$ cat src/rtl/reg_drain_if.sv
// Write-strobe capture and drain handshake bundle for reg_drain.
// The master modport is the buffer itself. The slave modport is the producer/consumer side.
interface reg_drain_if #(
  parameter int WIDTH = 32,
  parameter int DEPTH = 4
);
  localparam int CW = $clog2(DEPTH) + 1;

  logic             ena;
  logic [WIDTH-1:0] data;
  logic             out_valid;
  logic             out_ready;
  logic [WIDTH-1:0] out;
  logic [CW-1:0]    count;
  logic             overflow;
  logic             clr_ovf;

  modport master (
    input  ena, data, out_ready, clr_ovf,
    output out_valid, out, count, overflow
  );

  modport slave (
    output ena, data, out_ready, clr_ovf,
    input  out_valid, out, count, overflow
  );
endinterface

$ cat src/rtl/reg_drain.sv
// Buffers ena-strobed words (DEPTH deep, in order) and hands them out over valid/ready; 1-cycle write-to-visible latency.
// The producer never stalls: a write into a full buffer with no pop is dropped and sets sticky overflow. All outputs are registered.
module reg_drain #(
  parameter int WIDTH = 32,
  parameter int DEPTH = 4
) (
  input logic       clock,
  input logic       reset,
  reg_drain_if.master bus
);
  localparam int PW = $clog2(DEPTH);
  localparam int CW = PW + 1;
  localparam logic [CW-1:0] FULL = CW'(DEPTH);
  localparam logic [CW-1:0] ONE  = CW'(1);

  logic [WIDTH-1:0] mem [DEPTH];
  logic [PW-1:0]    rd_ptr;
  logic [PW-1:0]    wr_ptr;
  logic [PW-1:0]    rd_inc;
  logic [CW-1:0]    cnt;
  logic [CW-1:0]    cnt_nxt;
  logic             vld;
  logic [WIDTH-1:0] head;
  logic [WIDTH-1:0] head_nxt;
  logic             load_head;
  logic             ovf;
  logic             push;
  logic             pop;
  logic             drop;

  assign pop    = vld & bus.out_ready;
  assign push   = bus.ena & ((cnt != FULL) | pop);
  assign drop   = bus.ena & (cnt == FULL) & ~pop;
  assign rd_inc = rd_ptr + 1'b1;

  always_comb begin
    cnt_nxt = cnt;
    case ({push, pop})
      2'b10:   cnt_nxt = cnt + ONE;
      2'b01:   cnt_nxt = cnt - ONE;
      default: cnt_nxt = cnt;
    endcase
  end

  // The head register mirrors mem[rd_ptr]; a word pushed into an empty
  // (or just-emptying) buffer goes straight to the head.
  always_comb begin
    load_head = 1'b0;
    head_nxt  = head;
    if (push && (cnt == '0 || (pop && cnt == ONE))) begin
      load_head = 1'b1;
      head_nxt  = bus.data;
    end else if (pop && cnt > ONE) begin
      load_head = 1'b1;
      head_nxt  = mem[rd_inc];
    end
  end

  always_ff @(posedge clock) begin
    if (reset && push) begin
      mem[wr_ptr] <= bus.data;
    end
  end

  always_ff @(posedge clock) begin
    if (!reset) begin
      rd_ptr <= '0;
      wr_ptr <= '0;
      cnt    <= '0;
      vld    <= 1'b0;
      head   <= '0;
      ovf    <= 1'b0;
    end else begin
      if (push) begin
        wr_ptr <= wr_ptr + 1'b1;
      end
      if (pop) begin
        rd_ptr <= rd_inc;
      end
      cnt <= cnt_nxt;
      vld <= (cnt_nxt != '0);
      if (load_head) begin
        head <= head_nxt;
      end
      if (drop) begin
        ovf <= 1'b1;
      end else if (bus.clr_ovf) begin
        ovf <= 1'b0;
      end
    end
  end

  assign bus.out_valid = vld;
  assign bus.out       = head;
  assign bus.count     = cnt;
  assign bus.overflow  = ovf;
endmodule

$ cat src/flat_wrapper.sv
// flat-port wrapper written by rule: the top's interface ports become plain ports
module reg_drain_flat 
#(
  parameter int WIDTH = 32,
  parameter int DEPTH = 4
)
  (clock, reset, bus_ena, bus_data, bus_out_ready, bus_clr_ovf, bus_out_valid, bus_out, bus_count, bus_overflow);
  reg_drain_if #(.WIDTH(WIDTH), .DEPTH(DEPTH)) bus_i ();
  input logic clock;
  input logic reset;
  input wire logic [$bits(bus_i.ena)-1:0] bus_ena;
  input wire logic [$bits(bus_i.data)-1:0] bus_data;
  input wire logic [$bits(bus_i.out_ready)-1:0] bus_out_ready;
  input wire logic [$bits(bus_i.clr_ovf)-1:0] bus_clr_ovf;
  output wire logic [$bits(bus_i.out_valid)-1:0] bus_out_valid;
  output wire logic [$bits(bus_i.out)-1:0] bus_out;
  output wire logic [$bits(bus_i.count)-1:0] bus_count;
  output wire logic [$bits(bus_i.overflow)-1:0] bus_overflow;
  assign bus_i.ena = bus_ena;
  assign bus_i.data = bus_data;
  assign bus_i.out_ready = bus_out_ready;
  assign bus_i.clr_ovf = bus_clr_ovf;
  assign bus_out_valid = bus_i.out_valid;
  assign bus_out = bus_i.out;
  assign bus_count = bus_i.count;
  assign bus_overflow = bus_i.overflow;
  reg_drain #(.WIDTH(WIDTH), .DEPTH(DEPTH)) u_core (.clock(clock), .reset(reset), .bus(bus_i));
endmodule
$ cat config.mk
export PLATFORM = sky130hd
export DESIGN_NAME = reg_drain_flat
export DESIGN_NICKNAME = d
export VERILOG_FILES = /design/src/rtl/reg_drain_if.sv /design/src/rtl/reg_drain.sv /design/src/flat_wrapper.sv
export SDC_FILE = /design/constraint.sdc
export NUM_CORES = 1
export LEC_CHECK = 0
export ABC_AREA = 1
export CELL_PAD_IN_SITES_DETAIL_PLACEMENT = 0
export CELL_PAD_IN_SITES_GLOBAL_PLACEMENT = 1
export CORE_MARGIN = 5
export CORE_UTILIZATION = 40
export DETAILED_ROUTE_END_ITERATION = 6
export PLACE_DENSITY_LB_ADDON = 0.1
export REMOVE_ABC_BUFFERS = 1
export SYNTH_ARGS = -nofsm -noshare
export SYNTH_HDL_FRONTEND = slang
export SYNTH_SLANG_ARGS = --single-unit
$ cat constraint.sdc
create_clock -name clock -period 3.1 [get_ports clock]
set_clock_uncertainty 0.15 [all_clocks]
set_input_delay 0.465 -clock clock [delete_from_list [all_inputs] [get_ports clock]]
set_output_delay 0.465 -clock clock [all_outputs]
set_load 0.005 [all_outputs]
After elaboration in Yosys (flattened, before gate mapping). Memories as Yosys holds them, arrays and structs flattened. Index checks and enable logic that the tools add are counted.

Flip-flop bits (word level): 41. Bits in writable memories: 128. Bits of input ports: 37. Output and inout bits: 37. Logic and storage cells: 42. Memories: 1.

$add $sub $neg: 4. Magnitude comparators: 1. Eq/ne operators: 5. Multiplexer cells: 9. Bitwise gates (word level): 6. Reductions and logical operators: 10.

Memories: u_core.mem (depth 4, bits a word 32, read ports 1, clocked after Yosys merged registers in 0, write ports 1, line reg_drain.sv:16) `logic [WIDTH-1:0] mem [DEPTH];`.

Operators by type and width (number): $mux W32 (2); $mux W1 (6); $pmux W3 S2 (1); $add A2 B1 Y2 const B (2); $and A1 B1 Y1 (4); $logic_and A1 B1 Y1 (4); $reduce_bool A2 Y1 (2); $add A3 B1 Y3 const B (1); $eq A3 B1 Y1 const B (1); $eq A3 B3 Y1 const B (1); $gt A3 B1 Y1 const B (1); $logic_not A3 Y1 (1); $ne A3 B3 Y1 const B (1); $reduce_bool A3 Y1 (1); $sub A3 B1 Y3 const B (1); $eq A2 B1 Y1 const B (1); $eq A2 B2 Y1 const B (1); $reduce_and A2 Y1 (1); $logic_or A1 B1 Y1 (1); $not A1 Y1 (1); $or A1 B1 Y1 (1).

Logic depth before layout (Yosys ltp). Gate-level depths: netlist (run 1).

Word-level depth: 6. Gate-level depth with buffers: 13. Gate-level depth less buffers: 13.

Worst setup path after synthesis (run 1). Ideal clock, no wire load.

Path kind: flip-flop to flip-flop. Start: register u_core.cnt[0], in the netlist u_core.bus.count[0]. End: memory u_core.mem[0][0], enable pin. Setup time: 0.421 ns. Arrival: 2.716 ns. Required time: 2.529 ns. Path slack: -0.187 ns. Stages on the path, launching flop included: 9. Buffers on the path: 1. Period minus slack after synthesis: 3.287 ns. Path through: dfxtp_1 -> inv_1 -> ha_1 -> nand2_1 -> inv_1 -> a21oi_4 -> buf_2 -> nand2_1 -> nor2_1.

Cells in the longest elaborated chain, start to end: 6.

Ends and longest elaborated chain: start: declaration (line reg_drain.sv:20) `logic [CW-1:0] cnt;`; start signal: assignment (line reg_drain.sv:80) `cnt <= cnt_nxt;`; $ne A3 B3 Y1 (line reg_drain.sv:32) `assign push = bus.ena & ((cnt != FULL) | pop);`; $or A1 B1 Y1 (line reg_drain.sv:32); $and A1 B1 Y1 (line reg_drain.sv:32); $logic_and A1 B1 Y1 (line reg_drain.sv:60) `if (reset && push) begin`; $mux W1 (line reg_drain.sv:60); $mux W1 (not written as such) (line reg_drain.sv:61) `mem[wr_ptr] <= bus.data;`; end: declaration (line reg_drain.sv:16).

No other way between the ends.

Worst setup path after layout (run 1).
Start: register u_core.cnt[0], in the netlist u_core.bus.count[0]. End: memory u_core.mem[1][25], enable pin.

Same word-level chain as after synthesis.

==> results.toml, run 1 <==
[sta]
final.period_utilization = 0.784
report.final.slew_viol_count = 0
final_hold_viol_count = 0
relSlewSlack = 0.492
maxClockFrequency_ghz = 0.412
rsz0062_at_grt = "false"
fin_crit_ns = 2.43
worst_path_setup_slack_after_routing_ns = 0.671
finalSetupViolations = 0
worst_slew_pin_slew_ns = 0.762

[floorplanning]
floorplan.die.height_um = 146
ioPinCount = 74
rows = 49
die_width_um = 146
die_area_mm2 = 0.0213
placeableCoreArea_mm2 = 0.0181
effective_utilization_at_floorplan = 0.409

[worst_hold_path]
hp-start = "u_core.bus.overflow"
worstHoldEndpoint = "u_core.bus.overflow"
hold_depth = 2
hold_path.class = "flip-flop to flip-flop"

[power_and_ir_drop]
p_sw_mw = 1.87
clock_power_share = 0.341
intPower_mw = 4.68
power_density_mw_per_mm2 = 725
power.ir.vdd_worst_mv = 0.395
share_seq_of_total_power = 0.410
total_power_mw = 6.55
comb_power_share = 0.249
net_switching_share_of_the_total_power = 0.285
leakage_nw = 3.91

[setup_path]
worstReg2RegEnd = "u_core.mem[1][25]"
r2r.worst_path.cells = 8
timing.critical_path.arrival_ns = 2.40
path_max_fanout = 20
launching_point_of_the_worst_reg2reg_path = "u_core.bus.count[0]"
worstSetupStartpointType = "flip-flop"
endpoint_kind = "flip-flop"
critical_path_data_required_time_ns = 3.07
crit_type = "flip-flop to flip-flop"
timing.reg2reg.setup_slack_ns = 0.67

[yosys]
post_synthesis_compound_gate_area_fraction = 0.0150
synthDominantCellAreaShare = 0.519
synth_xor_xnor_area_share = 0
synth.yosys.warnings = 0
dominant_combinational_cell_family_by_area_after_synthesis = "simple AND/OR/NAND/NOR gates"
yosysTopAreaCell = "edfxtp_1"
ys_top_cells_by_area = "edfxtp_1 52%, nand2_1 20%, dfxtp_1 11%"
number_of_instances_in_the_synthesized_netlist = 802
syn_area_per_cell_um2 = 9.23
synth.lib_cells_used.distinct = 22
yosysSeqAreaShare = 0.630
synth.area.mux_share = 0.00135
adder_cell_share_of_the_synthesized_area = 0.0169
synthesized_area_fraction_occupied_by_and_or_nand_nor_cells = 0.295
synth.ff_latch_count = 169
syn-cell-area_mm2 = 0.00740

[route]
route.antenna.remaining_nets = 0
routed_wirelength_um = 18000
vias = 5367
drt_iter0_drc = 306
drc_violations_left = 0
drt-vias-per-instance = 4.81
drt-wirelength-per-cell_um = 16.1
dr.pass1.iters = 4

[status]
status = "finished clean"

[clock_tree]
cts-resized-gates = 0
worst_skew_pair.late_latency_ns = 0.42
clock_tree.buffer_depth = 2
ctsHoldBuffers = 0
worst_setup_hold_path_clk_slew_ns = 0.06
numCtsBuffers = 17
tritoncts = "yes"
clk_root_buffer_cell = "clkbuf_16"
clock_sinks = 169
clock_tree.htree_level_count = 4
cts_post_setup_buffers_inserted = 0

[layout]
final_cell_count_no_fill = 1116
diodes = 0
layout-area-overhead-vs-synth_pct = 22.2
net_count_of_the_finished_layout = 921
layout-drive-gt1-share = 0.0699
fin_util = 0.500
layout.cell_area.non_filler_mm2 = 0.00904

[global_routing]
first_pass_grt_wire_length_um = 29100
groute.usage.overall = 0.173
grt_pass1_vias = 5503
globalRoute.totalOverflow = 0
grt_max_degree = 67
grt_antenna_before_repair = 0

[place]
placement.io_buffers = 73
gp_congestion = 0.752
place_worst_setup_slack_ns = 0.412
place_hpwl_um = 10700
post_dp_cell_area_mm2 = 0.00842
placed_cells = 1084

[flow_run]
maxCapViolations = 0
through the flow:
stage          TNS [ns]  hold WS, ns
2_1_floorplan    -60.31        0.313
3_3_place_gp          0        0.325
3_5_place_dp          0        0.328
4_1_cts               0        0.348
5_1_grt               0        0.388
6_report              0        0.348
power groups by stage:
stage	clock, mW	sequential, mW	combinational (mW)
after floorplan	0	2.75	0.895
after global placement	0	2.73	1.64
after detailed placement	0	2.73	1.66
after CTS	2.28	2.69	1.67
after global routing	2.37	2.70	1.86
final	2.23	2.69	1.63
layout by cell type, fill, tap and decap left out:
cell type,count
nand2_1,397
edfxtp_1,128
clkdlybuf4s50_1,72
nor2_1,70
dfxtp_1,41
nand3_1,32
nand3b_1,32
inv_1,22
buf_4,22
clkbuf_16,17
ha_1,10
a21oi_1,6
o21ai_0,6
nor2_4,4
clkbuf_1,4
bufinv_16,4
clkbuf_8,3
nand2_2,2
inv_2,2
clkinv_2,2
a21oi_4,1
o21ai_2,1
nand3_2,1
mux2i_1,1
a32oi_1,1
a22o_1,1
o221ai_1,1
clkinv_1,1
clkinvlp_4,1
buf_2,1
buf_12,1
worst max-delay path, cell delays in order, from the launching register on:
cell	delay, ns
dfxtp_1	0.44
inv_1	0.11
ha_1	0.22
nand2_1	0.06
inv_1	0.07
a21oi_4	0.21
nand2_1	0.28
nor2_4	0.36
buf_12	0.22
how the worst max path moves through the flow:
stage                            to  depth (start not counted)                start
6_report          u_core.mem[1][25]                          8  u_core.bus.count[0]
5_1_grt        u_core.bus.out_valid                         13  u_core.bus.count[0]
4_1_cts           u_core.mem[1][25]                          8  u_core.bus.count[0]
3_5_place_dp      u_core.mem[1][14]                          6        bus_out_ready
3_3_place_gp       u_core.mem[1][7]                          6        bus_out_ready
2_1_floorplan      u_core.mem[0][0]                          7  u_core.bus.count[0]
cell families after synthesis:
logic type                 after synthesis
AOI/OAI and AO/OA                       17
adders and majority gates               10
buffers and inverters                   67
DFF                                    169
muxes                                    1
and+or+nand+nor                        538
Yosys cell counts:
cell and n:
o221ai_1 1, nand2_1 397, buf_4 2, inv_1 22
a21oi_4 1, buf_6 4, nand3_1 33, o21ai_0 6
a22o_1 1, a32oi_1 1, nand3b_1 32, buf_2 13
dfxtp_1 41, a21oi_1 6, o21ai_2 1, inv_2 2
mux2i_1 1, ha_1 10, edfxtp_1 128, nor2_1 74
clkbuf_1 24, nand2_2 2
sequential cells by signal (all words and copies together) (netlist names):
register and count:
u_core.bus.overflow 1, u_core.bus.out_valid 1, u_core.wr_ptr 2, u_core.mem 128
u_core.bus.count 3, u_core.bus.out 32, u_core.rd_ptr 2
area by class of cell:
| type | instances | area [um2] |
|---|---|---|
| well taps | 229 | 287 |
| clock inverters | 8 | 141 |
| multi-input cells | 566 | 2470 |
| inverters | 24 | 90.1 |
| fillers | 1640 | 9040 |
| clock buffers | 24 | 482 |
| repair buffers | 96 | 911 |
| flip-flops and latches | 169 | 4660 |
metal layers:
layer | wire [um] | GRT usage | share of wire
met5 | 0 | 0 | 0
met1 | 8420 | 0.221 | 0.47
met4 | 234 | 0.0536 | 0.013
met3 | 507 | 0.0282 | 0.028
met2 | 8820 | 0.301 | 0.49
(Power assumes the default switching activity.)
==> run 2, diff against run 1 <==
--- a/config.mk
+++ b/config.mk
@@ -9,7 +9,7 @@
 export CELL_PAD_IN_SITES_DETAIL_PLACEMENT = 0
 export CELL_PAD_IN_SITES_GLOBAL_PLACEMENT = 1
 export CORE_MARGIN = 5
-export CORE_UTILIZATION = 40
+export CORE_UTILIZATION = 44
 export DETAILED_ROUTE_END_ITERATION = 6
 export PLACE_DENSITY_LB_ADDON = 0.1
 export REMOVE_ABC_BUFFERS = 1
==> constraint.sdc (replaced) <==
create_clock -name clock -period 2.35 [get_ports clock]
set_clock_uncertainty 0.15 [all_clocks]
set_input_delay 0.3525 -clock clock [delete_from_list [all_inputs] [get_ports clock]]
set_output_delay 0.3525 -clock clock [all_outputs]
set_load 0.005 [all_outputs]
==> results.toml, run 2 (synthesis gave the netlist of run 1 again) <==
[status]
status = "finished clean"

[setup_path]
critical_path_data_required_time_ns = 2.32
timing.critical_path.arrival_ns = 2.10
worstReg2RegEnd = "u_core.mem[1][31]"
critPathLaunch = "u_core.bus.count[1]"
cp-endpoint = "u_core.mem[1][31]"
worst_path_largest_cell_delay_ns = 0.35
cpMaxStageDelayCell = "dfxtp_2"
path_max_fanout = 24
crit_type = "flip-flop to flip-flop"
endpoint_kind = "flip-flop"
r2r.worst_path.cells = 9
launching_point_of_the_worst_reg2reg_path = "u_core.bus.count[1]"
timing.reg2reg.setup_slack_ns = 0.22
path_cells = "inv_1 -> ha_1 -> nand2_1 -> inv_1 -> a21oi_4 -> buf_4 -> nand2_1 -> nor2_4 -> buf_12"
worstSetupStartpointType = "flip-flop"

[layout]
layout-area-overhead-vs-synth_pct = 23.8
layout-drive-gt1-share = 0.0858
nFillCells = 1486
final_cell_count_no_fill = 1117
net_count_of_the_finished_layout = 931
layout.cells.most_common_list = "397 x nand2_1, 128 x edfxtp_1, 72 x clkdlybuf4s50_1"
registers.top_by_ff_count = "u_core.mem"
layout.cell_area.non_filler_mm2 = 0.00916
diodes = 0
largest_register_ffs = 128
layout_commonest_cell = "nand2_1"

[sta]
report.final.slew_viol_count = 0
timing.setup.tns_ns = 0
final.period_utilization = 0.905
fin_crit_ns = 2.13
relSlewSlack = 0.656
worst_slew_pin_slew_ns = 0.516
holdWs_ns = 0.356
rsz0062_at_grt = "false"
final_hold_viol_count = 0
maxClockFrequency_ghz = 0.470
finalSetupViolations = 0

[place]
placed_cells = 1085
gp_congestion = 0.764
post_dp_cell_area_mm2 = 0.00854
placement.io_buffers = 73
place_hpwl_um = 11100

[route]
drt-vias-per-instance = 4.89
dr.pass1.iters = 5
drt-wirelength-per-cell_um = 15.7
vias = 5466
drc_violations_left = 0
route.antenna.remaining_nets = 0
drt_iter0_drc = 350
routed_wirelength_um = 17500

[power_and_ir_drop]
total_power_mw = 8.63
power.ir.vdd_worst_mv = 0.595
leakage_nw = 3.97
power_density_mw_per_mm2 = 942

[global_routing]
grt_antenna_before_repair = 0
grt_pass1_vias = 5564
globalRoute.totalOverflow = 0
groute.usage.overall = 0.184
grt_max_degree = 67
first_pass_grt_wire_length_um = 28600

[clock_tree]
tritoncts = "yes"
clock_tree.htree_level_count = 4
numCtsBuffers = 17
worst_skew_pair.late_latency_ns = 0.43
cts-resized-gates = 0
worst_setup_hold_path_clk_slew_ns = 0.07
clock_sinks = 169
clk_root_buffer_cell = "clkbuf_16"
ctsHoldBuffers = 0
cts_post_setup_buffers_inserted = 0
clock_tree.buffer_depth = 2

[floorplanning]
ioPinCount = 74
rows = 47
die_width_um = 140
effective_utilization_at_floorplan = 0.448
placeableCoreArea_mm2 = 0.0165
floorplan.die.height_um = 140
die_area_mm2 = 0.0195

[flow_run]
maxCapViolations = 0

[worst_hold_path]
hold_path.class = "flip-flop to flip-flop"
run 2: changes by cell type in the layout (fill, tap and decap cells not counted), moves of 2 or more:
cell	delta
clkinv_4	+5
buf_12	+5
clkbuf_8	-3
clkinv_2	-2
buf_4	+5
inv_6	+3
clkinvlp_4	+2
clkbuf_1	-4
run 2: worst max-delay path: cells and delay by family (launching register included):
family | cells | cell delay [ns]
buf+inv | 4 | 0.51
simple gates | 3 | 0.48
flops | 1 | 0.35
fa+ha+maj | 1 | 0.20
compound gates | 1 | 0.12
run 2: area by class of cell:
| type | count | area (um2) | area share |
|---|---|---|---|
| inverters | 24 | 90.1 | 0.00983 |
| flip-flops and latches | 169 | 4670 | 0.509 |
| well taps | 220 | 275 | 0.0300 |
| clock buffers | 17 | 425 | 0.0464 |
| repair buffers | 106 | 1050 | 0.114 |
| multi-input cells | 566 | 2460 | 0.269 |
| clock inverters | 15 | 194 | 0.0212 |
run 2: through the flow:
stage,utilization,worst slack [ns]
finish,0.554,0.222
global route,0.554,0.0187
CTS,0.554,0.142
detailed placement,0.517,0.0292
global placement,0.517,0.0332
floorplan,-,-1.15
run 2: worst min path at each step:
stage,startpoint,endpoint,slack [ns],cells after the start
floorplan,bus_data[0],u_core.mem[0][0],0.30,0
global placement,u_core.bus.overflow,u_core.bus.overflow,0.33,2
detailed placement,u_core.wr_ptr[0],u_core.wr_ptr[0],0.34,1
CTS,u_core.wr_ptr[0],u_core.wr_ptr[0],0.36,1
global route,u_core.wr_ptr[0],u_core.wr_ptr[0],0.38,1
finish,u_core.wr_ptr[0],u_core.wr_ptr[0],0.36,1
run 2: power by group:
part	switching [mW]	leakage, nW	internal [mW]
Clock	1.21	0.293	1.70
Combinational	1.26	2.17	0.919
Sequential	0.0936	1.50	3.45
Total	2.57	3.97	6.06
run 2: per-layer routing:
| layer | vias up | part of all wire | global-route usage |
|---|---|---|---|
| met2 | 92 | 0.51 | 0.328 |
| li1 | 2748 | - | - |
| met4 | 0 | 0.012 | 0.0561 |
| met5 | - | 0 | 0 |
| met1 | 2608 | 0.44 | 0.229 |
| met3 | 18 | 0.035 | 0.0336 |
==> run 3, diff against run 2 <==
--- a/config.mk
+++ b/config.mk
@@ -9,8 +9,9 @@
 export CELL_PAD_IN_SITES_DETAIL_PLACEMENT = 0
 export CELL_PAD_IN_SITES_GLOBAL_PLACEMENT = 1
 export CORE_MARGIN = 5
-export CORE_UTILIZATION = 44
+export CORE_UTILIZATION = 49
 export DETAILED_ROUTE_END_ITERATION = 6
+export DONT_BUFFER_PORTS = 1
 export PLACE_DENSITY_LB_ADDON = 0.1
 export REMOVE_ABC_BUFFERS = 1
 export SYNTH_ARGS = -nofsm -noshare
==> results.toml, run 3 (synthesis gave the netlist of run 1 again) <==
[floorplanning]
placeableCoreArea_mm2 = 0.0150
ioPinCount = 74
effective_utilization_at_floorplan = 0.492
floorplan.die.height_um = 133
rows = 45
die_area_mm2 = 0.0177
die_width_um = 133

[sta]
rsz0062_at_grt = "false"
fin_crit_ns = 2.23
finalSetupViolations = 0
final_hold_viol_count = 0
relSlewSlack = 0.616
worst_slew_pin_slew_ns = 0.576
report.final.slew_viol_count = 0
maxClockFrequency_ghz = 0.449
final.period_utilization = 0.948
holdWs_ns = 0.0111

[clock_tree]
clock_tree.htree_level_count = 4
clock_sinks = 169
clock_tree.buffer_depth = 2
tritoncts = "yes"
clk_root_buffer_cell = "clkbuf_16"
worst_skew_pair.late_latency_ns = 0.42
numCtsBuffers = 17
worst_setup_hold_path_clk_slew_ns = 0.06

[global_routing]
first_pass_grt_wire_length_um = 29000
grt_pass1_vias = 5380
grt_antenna_before_repair = 0
grt_max_degree = 49
globalRoute.totalOverflow = 0
groute.usage.overall = 0.211

[place]
place_hpwl_um = 10400
placed_cells = 976
placement.io_buffers = 0
gp_congestion = 0.774

[route]
drc_violations_left = 0
route.antenna.remaining_nets = 0
drt-vias-per-instance = 5.15
drt_iter0_drc = 290
drt-wirelength-per-cell_um = 17.2
routed_wirelength_um = 18000
dr.pass1.iters = 5
vias = 5389

[layout]
final_cell_count_no_fill = 1046
layout.cells.most_common_list = "397 x nand2_1, 128 x edfxtp_1, 70 x nor2_1"
layout-area-overhead-vs-synth_pct = 18.6
diodes = 0
layout-drive-gt1-share = 0.0874
seqCellArea_mm2 = 0.00466
net_count_of_the_finished_layout = 892
largest_register_ffs = 128
nFillCells = 1279
layout_commonest_cell = "nand2_1"
area_taken_by_multi_input_logic_gates_mm2 = 0.00247
registers.top_by_ff_count = "u_core.mem"

[setup_path]
endpoint_kind = "flip-flop"
worst_path_largest_cell_delay_ns = 0.33
crit_type = "flip-flop to flip-flop"
worstSetupStartpointType = "flip-flop"
critPathLaunch = "u_core.bus.count[0]"
path_cells = "inv_1 -> ha_1 -> nand2_1 -> inv_1 -> a21oi_4 -> buf_12 -> nand2_1 -> nor2_4 -> buf_4"
timing.critical_path.arrival_ns = 2.19
cpMaxStageDelayCell = "dfxtp_1"
path_max_fanout = 15
launching_point_of_the_worst_reg2reg_path = "u_core.bus.count[0]"
critical_path_data_required_time_ns = 2.31

[worst_hold_path]
hp-start = "bus_data[23]"
hold_path.class = "input port to flip-flop"

[power_and_ir_drop]
leakage_nw = 3.85
power_density_mw_per_mm2 = 970
power.ir.vdd_worst_mv = 0.601

[flow_run]
maxCapViolations = 0

[status]
status = "finished clean"
==> run 3: path summary, 6_finish.rpt <==
kind | end | slack, ns | depth (start not counted)
max | u_core.mem[1][12] | 0.12 | 9
max reg2reg | u_core.mem[1][12] | 0.12 | 9
min reg2reg | u_core.wr_ptr[0] | 0.36 | 1
min | u_core.bus.out[23] | 0.01 | 4
==> run 3: repair_timing <==
action | CTS | global route
hold endpoints to repair | 169 | 0
hold buffers | 35 | 0
resized for setup | 0 | 1
setup endpoints to repair | 0 | 24
buffers inserted | 0 | 3
==> run 3: where the power goes <==
part / total (mW) / internal [mW] / switching [mW]
clock: 3.09 / 1.93 / 1.16
combinational: 1.85 / 0.649 / 1.20
sequential: 3.59 / 3.45 / 0.136
==> run 3: area by class of cell <==
type                       count  area share
sequential                   169       0.531
multi-input combinational    566       0.281
timing repair buffer          67      0.0755
clock buffer                  19      0.0504
tap                          188      0.0268
clock inverter                13      0.0248
inverter                      24      0.0103
==> run 3: critical path, delay by kind of cell, from the launching register on <==
| family | cells | cell delay [ns] |
|---|---|---|
| AND/OR/NAND/NOR | 3 | 0.47 |
| flip-flops | 1 | 0.33 |
| AO/OA/AOI/OAI | 1 | 0.20 |
| adder cells (fa/ha/maj) | 1 | 0.21 |
| buffers and inverters | 4 | 0.55 |
==> run 3: stage by stage <==
stage	instance area, um2	worst slack, ns	total power [mW]	TNS, ns	util
CTS	8750	0.0474	8.58	0	0.582
finish	8780	0.122	8.52	0	0.584
detailed placement	7720	0.0591	5.40	0	0.514
global route	8780	0.0104	9.00	0	0.584
floorplan	7190	-1.15	4.81	-181.32	-
global placement	7720	0.181	5.37	0	0.514
==> run 3: layer usage <==
metal | vias to the layer above | share of wire | GRT usage | routed length [um]
met1 | 2561 | 0.43 | 0.264 | 7760
met3 | 24 | 0.055 | 0.0555 | 984
met4 | 0 | 0.015 | 0.0629 | 276
met2 | 137 | 0.50 | 0.361 | 8980
li1 | 2667 | - | - | -
met5 | - | 0 | 0 | 0
